### src/rtl/spi_dac_pkg.sv
// Shared types and defaults for the DAC-side SPI receive stage.
`timescale 1ns/1ps
package spi_dac_pkg;

  localparam int DATA_W_DEF = 12;

  typedef enum logic [1:0] {
    IDLE,
    SHIFT,
    FULL,
    COMMIT
  } rx_state_e;

  typedef logic [DATA_W_DEF-1:0] dac_word_t;

endpackage

### src/rtl/spi_sync_edge.sv
// Multi-flop synchroniser plus one history flop; gives the synced level and its rise/fall strobes.
`timescale 1ns/1ps
module spi_sync_edge #(
  parameter int   SYNC_STAGES = 2,
  parameter logic RST_VAL     = 1'b0
) (
  input  logic clk,
  input  logic rst,
  input  logic i_d,
  output logic o_level,
  output logic o_rise,
  output logic o_fall
);

  logic [SYNC_STAGES-1:0] r_sync;
  logic                   r_hist;

  // NOTE: non-blocking assignments so each stage captures its neighbour's pre-edge value.
  always_ff @(posedge clk or negedge rst) begin
    if (!rst) begin
      r_sync <= {SYNC_STAGES{RST_VAL}};
      r_hist <= RST_VAL;
    end else begin
      r_sync <= {r_sync[SYNC_STAGES-2:0], i_d};
      r_hist <= r_sync[SYNC_STAGES-1];
    end
  end

  assign o_level = r_sync[SYNC_STAGES-1];
  assign o_rise  = o_level & ~r_hist;
  assign o_fall  = ~o_level & r_hist;

endmodule

### src/rtl/spi_dac_rx.sv
// SPI receive stage for DAC frames: deserialises sclk/cs/mosi into valid/ready words.
// Define SPI_DAC_RX_FRAMECNT_EN to add the 16-bit committed-frame counter output frame_cnt.
`timescale 1ns/1ps
module spi_dac_rx
  import spi_dac_pkg::*;
#(
  parameter int DATA_W      = DATA_W_DEF,
  parameter int SYNC_STAGES = 2,
  parameter bit LSB_FIRST   = 1'b1
) (
  input  logic              clk,
  input  logic              rst,
  input  logic              sclk,
  input  logic              cs,
  input  logic              mosi,
  output logic [DATA_W-1:0] dout,
  output logic              dout_valid,
  input  logic              dout_ready,
  output logic              frame_err,
  output logic              overrun
`ifdef SPI_DAC_RX_FRAMECNT_EN
  ,
  output logic [15:0]       frame_cnt
`endif
);

  localparam int CNT_W = $clog2(DATA_W + 1);

  logic w_sclk_rise, w_sclk_fall, w_sclk_level;
  logic w_cs_rise, w_cs_fall, w_cs_level;
  logic w_mosi, w_mosi_rise, w_mosi_fall;

  spi_sync_edge #(.SYNC_STAGES(SYNC_STAGES), .RST_VAL(1'b0)) u_sync_sclk (
    .clk(clk), .rst(rst), .i_d(sclk),
    .o_level(w_sclk_level), .o_rise(w_sclk_rise), .o_fall(w_sclk_fall)
  );

  spi_sync_edge #(.SYNC_STAGES(SYNC_STAGES), .RST_VAL(1'b1)) u_sync_cs (
    .clk(clk), .rst(rst), .i_d(cs),
    .o_level(w_cs_level), .o_rise(w_cs_rise), .o_fall(w_cs_fall)
  );

  spi_sync_edge #(.SYNC_STAGES(SYNC_STAGES), .RST_VAL(1'b0)) u_sync_mosi (
    .clk(clk), .rst(rst), .i_d(mosi),
    .o_level(w_mosi), .o_rise(w_mosi_rise), .o_fall(w_mosi_fall)
  );

  // Strobes the shared synchroniser provides but this receiver has no use for.
  logic w_unused_edges;
  assign w_unused_edges = ^{w_sclk_level, w_sclk_fall, w_cs_level, w_mosi_rise, w_mosi_fall};

  rx_state_e         r_state, w_state_nxt;
  logic [CNT_W-1:0]  r_cnt;
  logic [DATA_W-1:0] r_shift;
  logic [DATA_W-1:0] r_dout;
  logic              r_dout_valid;
  logic              r_bad;
  logic              r_frame_err;
  logic              r_overrun;

  logic w_clr, w_shift_en, w_set_bad, w_ferr, w_load, w_ovr;

  always_ff @(posedge clk or negedge rst) begin
    if (!rst) r_state <= IDLE;
    else      r_state <= w_state_nxt;
  end

  // NOTE: every output of this block gets a default first, so no path can infer a latch.
  always_comb begin
    w_state_nxt = r_state;
    w_clr       = 1'b0;
    w_shift_en  = 1'b0;
    w_set_bad   = 1'b0;
    w_ferr      = 1'b0;
    w_load      = 1'b0;
    w_ovr       = 1'b0;
    case (r_state)
      IDLE: begin
        if (w_cs_fall) begin
          w_clr       = 1'b1;
          w_state_nxt = SHIFT;
        end
      end
      SHIFT: begin
        if (w_cs_fall) begin
          w_clr = 1'b1;
        end else if (w_cs_rise) begin
          w_ferr      = 1'b1;
          w_state_nxt = IDLE;
        end else if (w_sclk_rise) begin
          w_shift_en = 1'b1;
          if (r_cnt == CNT_W'(DATA_W - 1)) w_state_nxt = FULL;
        end
      end
      FULL: begin
        if (w_cs_fall) begin
          w_clr       = 1'b1;
          w_state_nxt = SHIFT;
        end else if (w_cs_rise) begin
          w_state_nxt = r_bad ? IDLE : COMMIT;
        end else if (w_sclk_rise && !r_bad) begin
          w_ferr    = 1'b1;
          w_set_bad = 1'b1;
        end
      end
      COMMIT: begin
        w_state_nxt = IDLE;
        if (!r_dout_valid || dout_ready) w_load = 1'b1;
        else                             w_ovr  = 1'b1;
      end
      default: w_state_nxt = IDLE;
    endcase
  end

  always_ff @(posedge clk or negedge rst) begin
    if (!rst) begin
      r_cnt        <= '0;
      r_shift      <= '0;
      r_bad        <= 1'b0;
      r_dout       <= '0;
      r_dout_valid <= 1'b0;
      r_frame_err  <= 1'b0;
      r_overrun    <= 1'b0;
    end else begin
      if (w_clr)           r_cnt <= '0;
      else if (w_shift_en) r_cnt <= r_cnt + CNT_W'(1);

      if (w_shift_en) begin
        if (LSB_FIRST) r_shift <= {w_mosi, r_shift[DATA_W-1:1]};
        else           r_shift <= {r_shift[DATA_W-2:0], w_mosi};
      end

      if (w_clr)          r_bad <= 1'b0;
      else if (w_set_bad) r_bad <= 1'b1;

      // A commit load takes precedence over the consumer draining the old word.
      if (w_load) begin
        r_dout       <= r_shift;
        r_dout_valid <= 1'b1;
      end else if (r_dout_valid && dout_ready) begin
        r_dout_valid <= 1'b0;
      end

      r_frame_err <= w_ferr;
      r_overrun   <= w_ovr;
    end
  end

  assign dout       = r_dout;
  assign dout_valid = r_dout_valid;
  assign frame_err  = r_frame_err;
  assign overrun    = r_overrun;

`ifdef SPI_DAC_RX_FRAMECNT_EN
  logic [15:0] r_frame_cnt;

  always_ff @(posedge clk or negedge rst) begin
    if (!rst)        r_frame_cnt <= '0;
    else if (w_load) r_frame_cnt <= r_frame_cnt + 16'd1;
  end

  assign frame_cnt = r_frame_cnt;
`endif

endmodule
### config.mk
export PLATFORM = sky130hd
export DESIGN_NAME = spi_dac_rx
export DESIGN_NICKNAME = d
export VERILOG_FILES = /design/src/rtl/spi_dac_pkg.sv /design/src/rtl/spi_sync_edge.sv /design/src/rtl/spi_dac_rx.sv
export SDC_FILE = /design/constraint.sdc
export NUM_CORES = 1
export LEC_CHECK = 0
export CAP_MARGIN = 15
export CELL_PAD_IN_SITES_DETAIL_PLACEMENT = 1
export CELL_PAD_IN_SITES_GLOBAL_PLACEMENT = 1
export CORE_UTILIZATION = 30
export CTS_CLUSTER_DIAMETER = 30
export DETAILED_ROUTE_END_ITERATION = 7
export GPL_ROUTABILITY_DRIVEN = 0
export PLACE_DENSITY = 0.63
export SYNTH_ARGS = -nofsm -noshare
export SYNTH_HDL_FRONTEND = slang
export SYNTH_HIERARCHICAL = 1
export SYNTH_SLANG_ARGS = --single-unit
### constraint.sdc
create_clock -name clk -period 2.2 [get_ports clk]
set_input_delay 0.33 -clock clk [delete_from_list [all_inputs] [get_ports clk]]
set_output_delay 0.33 -clock clk [all_outputs]
set_load 0.05 [all_outputs]
After elaboration in Yosys (flattened, before gate mapping)
Cells that the tools add are included.
Widths: inputs -> output; s select.
{ "totals": {"output_inout_bits": 15, "regBits": 42, "word_cells": 72, "input_bits": 6} }
{ "classes": {"n_bitwise": 6, "add_sub_neg": 1, "muxes": 32, "n_eq_ne": 9, "reduce_logical": 11} }
{ "op_table": {"columns": ["operator", "count"], "rows": [
  ["$mux 1", 20],
  ["$mux 2", 8],
  ["$mux 4", 2],
  ["$pmux 2 s4", 1],
  ["$ne 3x2->1 const B", 2],
  ["$reduce_bool 2->1", 3],
  ["$reduce_and 5->1", 1],
  ["$add 4x1->4 const B", 1],
  ["$eq 2x2->1 const B", 2],
  ["$eq 4x4->1 const B", 1],
  ["$and 1x1->1", 3],
  ["$ne 3x1->1 const B", 1],
  ["$not 1->1", 3],
  ["$reduce_or 3->1", 1],
  ["$eq 2x1->1 const B", 1],
  ["$logic_and 1x1->1", 2],
  ["$logic_not 1->1", 2],
  ["$logic_not 2->1", 1],
  ["$ne 2x1->1 const B", 1],
  ["$ne 2x2->1 const B", 1],
  ["$pmux 1 s2", 1],
  ["$logic_or 1x1->1", 1]
]} }

Logic depth before layout (Yosys ltp)
Gate-level depths: netlist (run 1).
{ "depth": {"word_depth": 9, "depth_mapped": 7, "ltp_nobuf": 6} }

Cells and area by module
Netlist (run 1), hierarchy kept.
{ "modules_own_cells": {"columns": ["mod", "n_inst", "cells_each", "seq_area_each_um2", "area_per_inst_um2"], "rows": [
  ["spi_dac_rx", 1, 105, 850.8, 1433.9],
  ["spi_sync_edge (u_sync_mosi ...)", 2, 5, 75.1, 90.1],
  ["spi_sync_edge (u_sync_cs)", 1, 5, 78.8, 93.8]
]} }

Least setup slack after synthesis (run 1)
OpenSTA, ideal clock, no wires.
{ "synth_timing": {"path_type": "register to register", "from": "reg u_sync_cs.r_sync[1]", "to": "reg r_shift[10]", "setup_ps": 125, "stages_incl_launch_ff": 6, "t_arrival_ps": 1645, "n_path_buf": 2, "period_less_slack_ps": 1769, "path_slack_ps": 431, "required_time_ps": 2075, "path_cell_list": "dfstp_2 > and2b_2 > nor4bb_1 > buf_4 > buf_6 > mux2_2"} }
{ "synth_via": {"elab_chain_len": 4, "word_cells_on_any_way": 6, "cone_classes": "3 x mux; 3 x bitwise"} }
{ "synth_lines": {"columns": ["item", "line", "source"], "rows": [
  ["start: declaration", "spi_sync_edge.sv:15", "logic [SYNC_STAGES-1:0] r_sync;"],
  ["start signal: assignment", "spi_sync_edge.sv:21", "r_sync <= {SYNC_STAGES{RST_VAL}};"],
  ["start signal: assignment", "spi_sync_edge.sv:24", "r_sync <= {r_sync[SYNC_STAGES-2:0], i_d};"],
  ["$not 1->1", "spi_sync_edge.sv:31", "assign o_fall = ~o_level & r_hist;"],
  ["$and 1x1->1", "spi_sync_edge.sv:31", null],
  ["via w_cs_fall", "spi_dac_rx.sv:30", "logic w_cs_rise, w_cs_fall, w_cs_level;"],
  ["$mux 1", "spi_dac_rx.sv:85", "if (w_cs_fall) begin"],
  ["$mux 1", "spi_dac_rx.sv:77", "case (r_state)"],
  ["end signal: assignment", "spi_dac_rx.sv:129", "if (LSB_FIRST) r_shift <= {w_mosi, r_shift[DATA_W-1:1]};"],
  ["end signal: assignment", "spi_dac_rx.sv:130", "else r_shift <= {r_shift[DATA_W-2:0], w_mosi};"],
  ["end: declaration", "spi_dac_rx.sv:54", "logic [DATA_W-1:0] r_shift;"]
]} }
The timed path passes the listed nets, and every way through them passes these cells.
A chain may end at the register's enable or synchronous reset.

Worst setup path in the final report (run 1)
{ "layout_timing": {"from": "reg u_sync_cs.r_sync[1]", "to": "reg r_shift[8]"} }
The elaborated chain is that of the path after synthesis.

==> results.cfg, run 1 <==
[layout]
post_route_cells_drive_above_1_share_pct = 27.3
areaGrowthSynthToFinish_pct = 22.5
stdcell_count = 213
design_area_um2 = 2030
num_antenna_cells = 0
nNetsFinal = 153

[route]
wl_per_cell_um = 13.5
first_pass_iters = 3
ant_nets = 0
via_per_inst = 4.44
drtIter0Drc = 22
vias = 945
wirelength_mm = 2.88
drc_errors = 0

[setup_path]
crit_path_end_kind = register
critPathArrivalTime_ns = 2.01
cp-startpoint = u_sync_cs/r_sync[1]$_DFF_PN1_
required_ns = 2.37
crit_type = register to register
r2r_start = u_sync_cs/r_sync[1]$_DFF_PN1_
crit_fanout = 16
critPathLaunchType = register

[global_route]
grt_start_max_net_pins = 43
antenna_found_initial = 0
grt_pass1_wl_mm = 5.24
grt_overflow = 0
grt_usage_pct = 11.5
grt_pass1_vias = 1086

[synth]
synthesis.instances = 116
syn_nets = 127
synth_warnings = 6
syn_avg_cell_area_um2 = 14.3
syn_area_um2 = 1660

[cts]
hold_buffers = 0
cts_max_level = 2
tritoncts = done
postCtsSetupBuffers = 0
cts_buffers = 5
clk-insertion-delay-late_ns = 0.29
clk_pin_slew_worst_paths_ns = 0.08
clockBufferDepth = 2
root_buffer = clkbuf_8
cts_resized = 0
clock_sinks = 42

[pwr]
power.total_mw = 2.16
vdd_ir_drop_max_mv = 0.614
p_per_area_nw_per_um2 = 1060
p_leak_nw = 0.935

[outcome]
status = complete, no violations

[timing]
tightest_slew_ns = 0.905
slew_viol_final = 0
finClkSkew_ns = 0.00774
max_clock_freq_ghz = 0.545
rsz0062_at_grt = false
setup_violations = 0
fin_setup_tns_ns = 0
relSlewSlack_pct = 39.7
finalCritPeriodShare_pct = 83.4
finalCriticalPeriod_ns = 1.84
hold_viol = 0
worst_slack_ns = 0.365

[die]
core_area_um2 = 5200
initial_utilization_pct = 31.9
io_pins = 21
die_h_um = 76.4
rows = 26
dieArea_um2 = 5830
fp.dieW_um = 76.4

[run]
maxCapViolations = 0

[placement]
pre_cts_slack_ns = 0.313
placed_cell_area_um2 = 1950
io_buffers = 20
dp_hpwl_mm = 2.03
dp_cells = 205

[hold_path]
hp-class = primary input to asynchronous set/reset pin
[layout by cell type, fill, tap and decap left out]
cell / instances
a21oi_1: 4
a31oi_1: 1
a32oi_1: 1
and2b_2: 1
buf_2: 1
buf_4: 2
clkbuf_1: 2
clkbuf_8: 5
clkdlybuf4s50_1: 19
clkinvlp_4: 1
dfrtp_1: 39
dfstp_2: 3
ha_1: 5
inv_1: 3
mux2_2: 25
mux2i_1: 2
nand2_1: 3
nand2b_1: 3
nand4_1: 1
nand4b_1: 1
nor2_1: 11
nor2b_1: 5
nor3b_1: 1
nor4bb_4: 1
xnor2_1: 1
xor2_1: 2
[report_power, final]
group / leakage (nW) / internal (mW) / switching (mW) / total, mW
Combinational: 0.346 / 0.293 / 0.392 / 0.686
Clock: 0.0385 / 0.225 / 0.247 / 0.472
Sequential: 0.551 / 0.910 / 0.0900 / 1.00
[routing by layer]
metal	global-route usage, %	vias up	share of wire (%)
met5	0	-	0
met4	4.62	0	0.76
met3	3.71	2	3.1
met2	19.9	14	53
met1	12.9	482	43
li1	-	447	-
[registers in the layout (all words and copies together) (netlist names)]
| signal | cells |
|---|---|
| r_bad | 1 |
| u_sync_cs/r_sync | 2 |
| dout_valid | 1 |
| u_sync_sclk/r_sync | 2 |
| u_sync_mosi/r_sync | 2 |
| r_state | 2 |
| u_sync_cs/r_hist | 1 |
| frame_err | 1 |
| r_shift | 12 |
| overrun | 1 |
| r_cnt | 4 |
| dout | 12 |
| u_sync_sclk/r_hist | 1 |
[stage by stage]
stage          hold WS [ns]  util (%)
3_5_place_dp          0.337      37.4
4_1_cts               0.204      39.0
3_3_place_gp          0.332      37.4
2_1_floorplan        0.0344         -
6_report              0.171      39.0
5_1_grt               0.231      39.0
[critical path, stage by stage (launching register included)]
cell      delay (ns)
dfstp_2         0.54
and2b_2         0.28
nor4bb_4        0.26
buf_4           0.28
mux2_2          0.36
[cell type report]
class | count | area [um2]
clock buffers | 7 | 76.3
clock inverters | 1 | 7.51
fillers | 567 | 3170
inverters | 3 | 11.3
multi-input cells | 68 | 584
flip-flops and latches | 42 | 1050
well taps | 70 | 87.6
repair buffers | 22 | 210
[path summary, 6_finish.rpt]
path / endpoint / slack [ns] / cells past startpoint
hold / removal: dout[4]$_DFFE_PN0P_ / 0.17 / 1
hold reg to reg: u_sync_sclk/r_sync[1]$_DFF_PN0_ / 0.35 / 0
min in group clk: u_sync_sclk/r_sync[1]$_DFF_PN0_ / 0.35 / 0
setup reg to reg: r_shift[8]$_DFFE_PN0P_ / 0.36 / 4
setup / recovery: r_shift[8]$_DFFE_PN0P_ / 0.36 / 4
max in group asynchronous: r_state[0]$_DFFE_PN0P_ / 1.46 / 1
Note: power is estimated with default switching activity, not from simulation.
==> run 2: changes to the inputs <==
==> constraint.sdc (replaced) <==
create_clock -name clk -period 1.8 [get_ports clk]
set_input_delay 0.27 -clock clk [delete_from_list [all_inputs] [get_ports clk]]
set_output_delay 0.27 -clock clk [all_outputs]
set_load 0.05 [all_outputs]
==> run 2 against run 1 <==
Compared with the run above:
- clock skew fell by 0.00069 ns
- sequential cell count is the same
- register-to-register slack worse by 0.32 ns
- critical path type unchanged
- largest power group unchanged
==> results.cfg, run 2 (synthesis results as in run 1) <==
[layout]
stdcell_count = 218
most-common-layout-cells = dfrtp_1, mux2_2, clkdlybuf4s50_1
nNetsFinal = 158
num_antenna_cells = 0
areaGrowthSynthToFinish_pct = 27.5
post_route_cells_drive_above_1_share_pct = 34.5
mostFrequentLayoutCell = dfrtp_1

[setup_path]
critPathLaunchType = register
r2r_start = u_sync_cs/r_sync[1]$_DFF_PN1_
required_ns = 1.98
crit_type = register to register
crit_fanout = 16
cp-startpoint = u_sync_cs/r_sync[1]$_DFF_PN1_
critPathArrivalTime_ns = 1.93
crit_path_end_kind = register

[route]
ant_nets = 0
wirelength_mm = 2.76
first_pass_iters = 4
via_per_inst = 4.38
drc_errors = 0
wl_per_cell_um = 12.7
vias = 954
drtIter0Drc = 25

[pwr]
switching_share_pct = 33.5
p_per_area_nw_per_um2 = 1310
power.share.clock_pct = 23.3
vdd_ir_drop_max_mv = 0.654
p_int_mw = 1.84
p_leak_nw = 0.994
pwr-share-seq_pct = 44.3
p_sw_mw = 0.926
combPwrFrac_pct = 32.5

[global_route]
grt_usage_pct = 10.8
grt_pass1_wl_mm = 4.87
grt_start_max_net_pins = 23
antenna_found_initial = 0
grt_overflow = 0
grt_pass1_vias = 1076

[cts]
cts_buffers = 5
tritoncts = done
clk-insertion-delay-late_ns = 0.29
postCtsSetupBuffers = 0
cts_max_level = 2
root_buffer = clkbuf_8
clock_sinks = 42
clk_pin_slew_worst_paths_ns = 0.08
clockBufferDepth = 2

[outcome]
status = complete, no violations

[run]
maxCapViolations = 0

[placement]
dp_hpwl_mm = 1.95
dp_cells = 209
io_buffers = 20

[timing]
max_clock_freq_ghz = 0.570
setup_violations = 0
tightest_slew_ns = 0.503
rsz0062_at_grt = true
hold_viol = 0
finClkSkew_ns = 0.00705
relSlewSlack_pct = 66.4
finalCriticalPeriod_ns = 1.75
slew_viol_final = 0
fin_setup_tns_ns = 0
finalCritPeriodShare_pct = 97.4

[die]
initial_utilization_pct = 31.9
die_h_um = 76.4
rows = 26
core_area_um2 = 5200
fp.dieW_um = 76.4
io_pins = 21
dieArea_um2 = 5830

[hold_path]
hp-class = register to register
hp-start = u_sync_sclk/r_sync[0]$_DFF_PN0_
## run 2: what timing repair did
action                                 in CTS  in global routing
setup endpoints to repair                   1                 15
pin swaps                                   0                  1
hold buffers                                1                  0
endpoints found under the hold margin      18                  0
resized for setup                           1                  1
## run 2: layout make-up
class	instances	area [um2]
fillers	534	3090
inverters	3	11.3
repair buffers	27	275
flip-flops and latches	42	1050
clock inverters	1	8.76
clock buffers	7	86.3
well taps	70	87.6
multi-input cells	68	591
## run 2: per-layer routing
metal / track usage, % / up-vias / routed length, um
met5: 0 / - / 0
met4: 4.62 / 0 / 47
met3: 3.95 / 6 / 114
met2: 18.7 / 17 / 1380
met1: 11.7 / 480 / 1210
li1: - / 451 / -
## run 2: power by group through the flow
stage / Sequential, mW / Clock, mW / Combinational [mW]
2_1_floorplan: 1.43 / 0 / 0.378
3_3_place_gp: 1.23 / 0 / 0.877
3_5_place_dp: 1.24 / 0 / 0.898
4_1_cts: 1.23 / 0.670 / 0.908
5_1_grt: 1.25 / 0.703 / 0.968
6_report: 1.22 / 0.643 / 0.897
## run 2: path summary, 6_finish.rpt
| path | to | slack (ns) | cells after the start |
|---|---|---|---|
| setup / recovery | r_shift[2]$_DFFE_PN0P_ | 0.05 | 4 |
| hold / removal | u_sync_sclk/r_sync[1]$_DFF_PN0_ | 0.36 | 0 |
| setup reg to reg | r_shift[2]$_DFFE_PN0P_ | 0.05 | 4 |
| hold reg to reg | u_sync_sclk/r_sync[1]$_DFF_PN0_ | 0.36 | 0 |
| max in group asynchronous | r_cnt[3]$_DFFE_PN0P_ | 0.85 | 3 |
| min in group asynchronous | dout[8]$_DFFE_PN0P_ | 0.47 | 2 |
## run 2: through the flow
stage	utilization [%]	power [mW]	setup slack (ns)	instance area, um2	hold slack (ns)
6_report	40.6	2.76	0.0471	2110	0.361
2_1_floorplan	-	1.81	0.0308	1660	-0.0256
5_1_grt	40.6	2.92	-0.00276	2110	0.365
4_1_cts	40.6	2.80	0.0407	2110	0.357
3_3_place_gp	38.5	2.11	0.0497	2000	0.273
3_5_place_dp	38.5	2.14	-0.0400	2000	0.275
## run 2: worst max-delay path, cell delays in order (launching register included)
cell and delay [ns]:
dfstp_2 0.54, and2b_2 0.24, nor4bb_4 0.32, buf_12 0.19, mux2_2 0.34
==> run 3: changes to the inputs <==
--- a/config.mk
+++ b/config.mk
@@ -8,6 +8,7 @@
 export CAP_MARGIN = 15
 export CELL_PAD_IN_SITES_DETAIL_PLACEMENT = 1
 export CELL_PAD_IN_SITES_GLOBAL_PLACEMENT = 1
+export CORE_ASPECT_RATIO = 0.8
 export CORE_UTILIZATION = 30
 export CTS_CLUSTER_DIAMETER = 30
 export DETAILED_ROUTE_END_ITERATION = 7
==> run 3 against run 2 <==
Compared with the run above:
- register-to-register slack worse by 0.02 ns
- critical path depth is 2 higher
- hold slack worse by 0.32 ns
- worst setup slack worse by 0.018 ns
- maximum frequency is 1.0% lower
- critical path type unchanged
==> results.cfg, run 3 (synthesis results as in run 1) <==
[hold_path]
hp-class = primary input to asynchronous set/reset pin

[pwr]
vdd_ir_drop_max_mv = 0.883
p_int_mw = 1.94
p_leak_nw = 0.990
combPwrFrac_pct = 31.9
switching_share_pct = 32.0
power.total_mw = 2.85
p_per_area_nw_per_um2 = 1350
pwr-share-seq_pct = 43.0
p_sw_mw = 0.911
power.share.clock_pct = 25.1

[layout]
nFillCells = 531
design_area_um2 = 2110
mostFrequentLayoutCell = dfrtp_1
ff_latch_area_um2 = 1050
num_antenna_cells = 0
most-common-layout-cells = dfrtp_1, mux2_2, clkdlybuf4s50_1
nNetsFinal = 158
areaGrowthSynthToFinish_pct = 27.1
multi_input_area_um2 = 593
post_route_cells_drive_above_1_share_pct = 33.8

[timing]
finalCritPeriodShare_pct = 98.4
relSlewSlack_pct = 65.0
tightest_slew_ns = 0.525
max_clock_freq_ghz = 0.565
finalCriticalPeriod_ns = 1.77
hold_viol = 0
slew_viol_final = 0
setup_violations = 0
worst_slack_ns = 0.0292
finClkSkew_ns = 0.00587
rsz0062_at_grt = true

[setup_path]
crit_fanout = 16
reg2reg_depth = 6
slowest_delay_ns = 0.54
path_cells = and2b_2, nor4bb_4, buf_12, nand4_1, xor2_1, nor2_1
critPathArrivalTime_ns = 1.94
r2r_start = u_sync_cs/r_sync[1]$_DFF_PN1_
critPathLaunchType = register
rr_endpoint = r_cnt[3]$_DFFE_PN0P_
required_ns = 1.97
r2r_slack_ns = 0.03
crit_path_end_kind = register
crit_slowest_cell = dfstp_2
crit_type = register to register

[die]
initial_utilization_pct = 32.2
dieArea_um2 = 5830
fp.dieW_um = 85.1
die_h_um = 68.5
core_area_um2 = 5150
rows = 23
io_pins = 21

[cts]
clockBufferDepth = 2
cts_buffers = 5
clk-insertion-delay-late_ns = 0.29
tritoncts = done
clock_sinks = 42
root_buffer = clkbuf_8
clk_pin_slew_worst_paths_ns = 0.08
cts_max_level = 2

[outcome]
status = complete, no violations

[route]
wl_met2_mm = 1.43
wl_met1_mm = 1.29
first_pass_iters = 4
drc_errors = 0
top_layer = met4
via_per_inst = 4.63
drtIter0Drc = 28
ant_nets = 0
wl_met3_um = 116
wirelength_mm = 2.90
wl_per_cell_um = 13.8
vias = 972

[global_route]
antenna_found_initial = 0
grt_pass1_wl_mm = 5.16
grt_pass1_vias = 1076
grt_usage_pct = 11.8
grt_overflow = 0
grt_start_max_net_pins = 43

[run]
maxCapViolations = 0

[placement]
io_buffers = 20
placed_cell_area_um2 = 1990
dp_hpwl_mm = 1.95
pre_cts_slack_ns = -0.0248
[run 3: cell types whose count changed in the layout (fill, tap and decap cells not counted), sizes merged]
cell and change:
buf -1, inv -1, bufinv +1, clkdlybuf4s50 +2, dlygate4sd3 -1
[run 3: final cells by class]
type	count	area share [%]
Clock inverter	1	1.42
Multi-Input combinational cell	68	28.1
Clock buffer	7	3.62
Sequential cell	42	50.0
Timing Repair Buffer	27	12.6
Inverter	3	0.534
Tap cell	62	3.68
[run 3: power groups by stage]
stage / clock network [mW] / registers, mW / logic (mW)
CTS: 0.743 / 1.23 / 0.908
detailed placement: 0 / 1.24 / 0.903
finish: 0.715 / 1.22 / 0.909
floorplan: 0 / 1.43 / 0.378
global route: 0.787 / 1.26 / 0.991
global placement: 0 / 1.23 / 0.880
[run 3: through the flow]
stage          TNS (ns)  util (%)  instances  hold WS, ns
5_1_grt          -0.369      40.9        210       0.0699
6_report              0      40.9        210       0.0418
3_5_place_dp    -0.0248      38.5        201        0.345
2_1_floorplan         0         -        116      -0.0256
4_1_cts         -0.0209      40.8        210       0.0553
3_3_place_gp          0      38.5        201        0.337
[run 3: layer usage]
metal / vias to the layer above / track usage [%]
met5: - / 0
met4: 0 / 6.36
met3: 7 / 3.33
met2: 18 / 19.5
met1: 497 / 14.5
li1: 450 / -
[run 3: worst max path at each step]
stage                                              from  cells after the start                      end  slack (ns)
final                     u_sync_cs/r_sync[1]$_DFF_PN1_                      6     r_cnt[3]$_DFFE_PN0P_        0.03
after global routing      u_sync_cs/r_sync[1]$_DFF_PN1_                      6     r_cnt[1]$_DFFE_PN0P_       -0.06
after CTS                 u_sync_cs/r_sync[1]$_DFF_PN1_                      6     r_cnt[3]$_DFFE_PN0P_       -0.02
after detailed placement  u_sync_cs/r_sync[1]$_DFF_PN1_                      5   r_state[1]$_DFFE_PN0P_       -0.02
after global placement    u_sync_cs/r_sync[1]$_DFF_PN1_                      5   r_state[1]$_DFFE_PN0P_        0.05
after floorplan           u_sync_cs/r_sync[1]$_DFF_PN1_                      5  r_shift[10]$_DFFE_PN0P_        0.03
[run 3: critical path: cells and delay by family (launching register included)]
family	cells	cell delay, ns
xor+xnor	1	0.18
buf+inv	1	0.19
flops	1	0.54
simple gates	4	0.74
[run 3: repair_timing]
item	in CTS	in global routing
setup endpoints to repair	5	17
hold buffers	0	0
pin swaps	1	1
buffers inserted	1	0
resized for setup	1	2
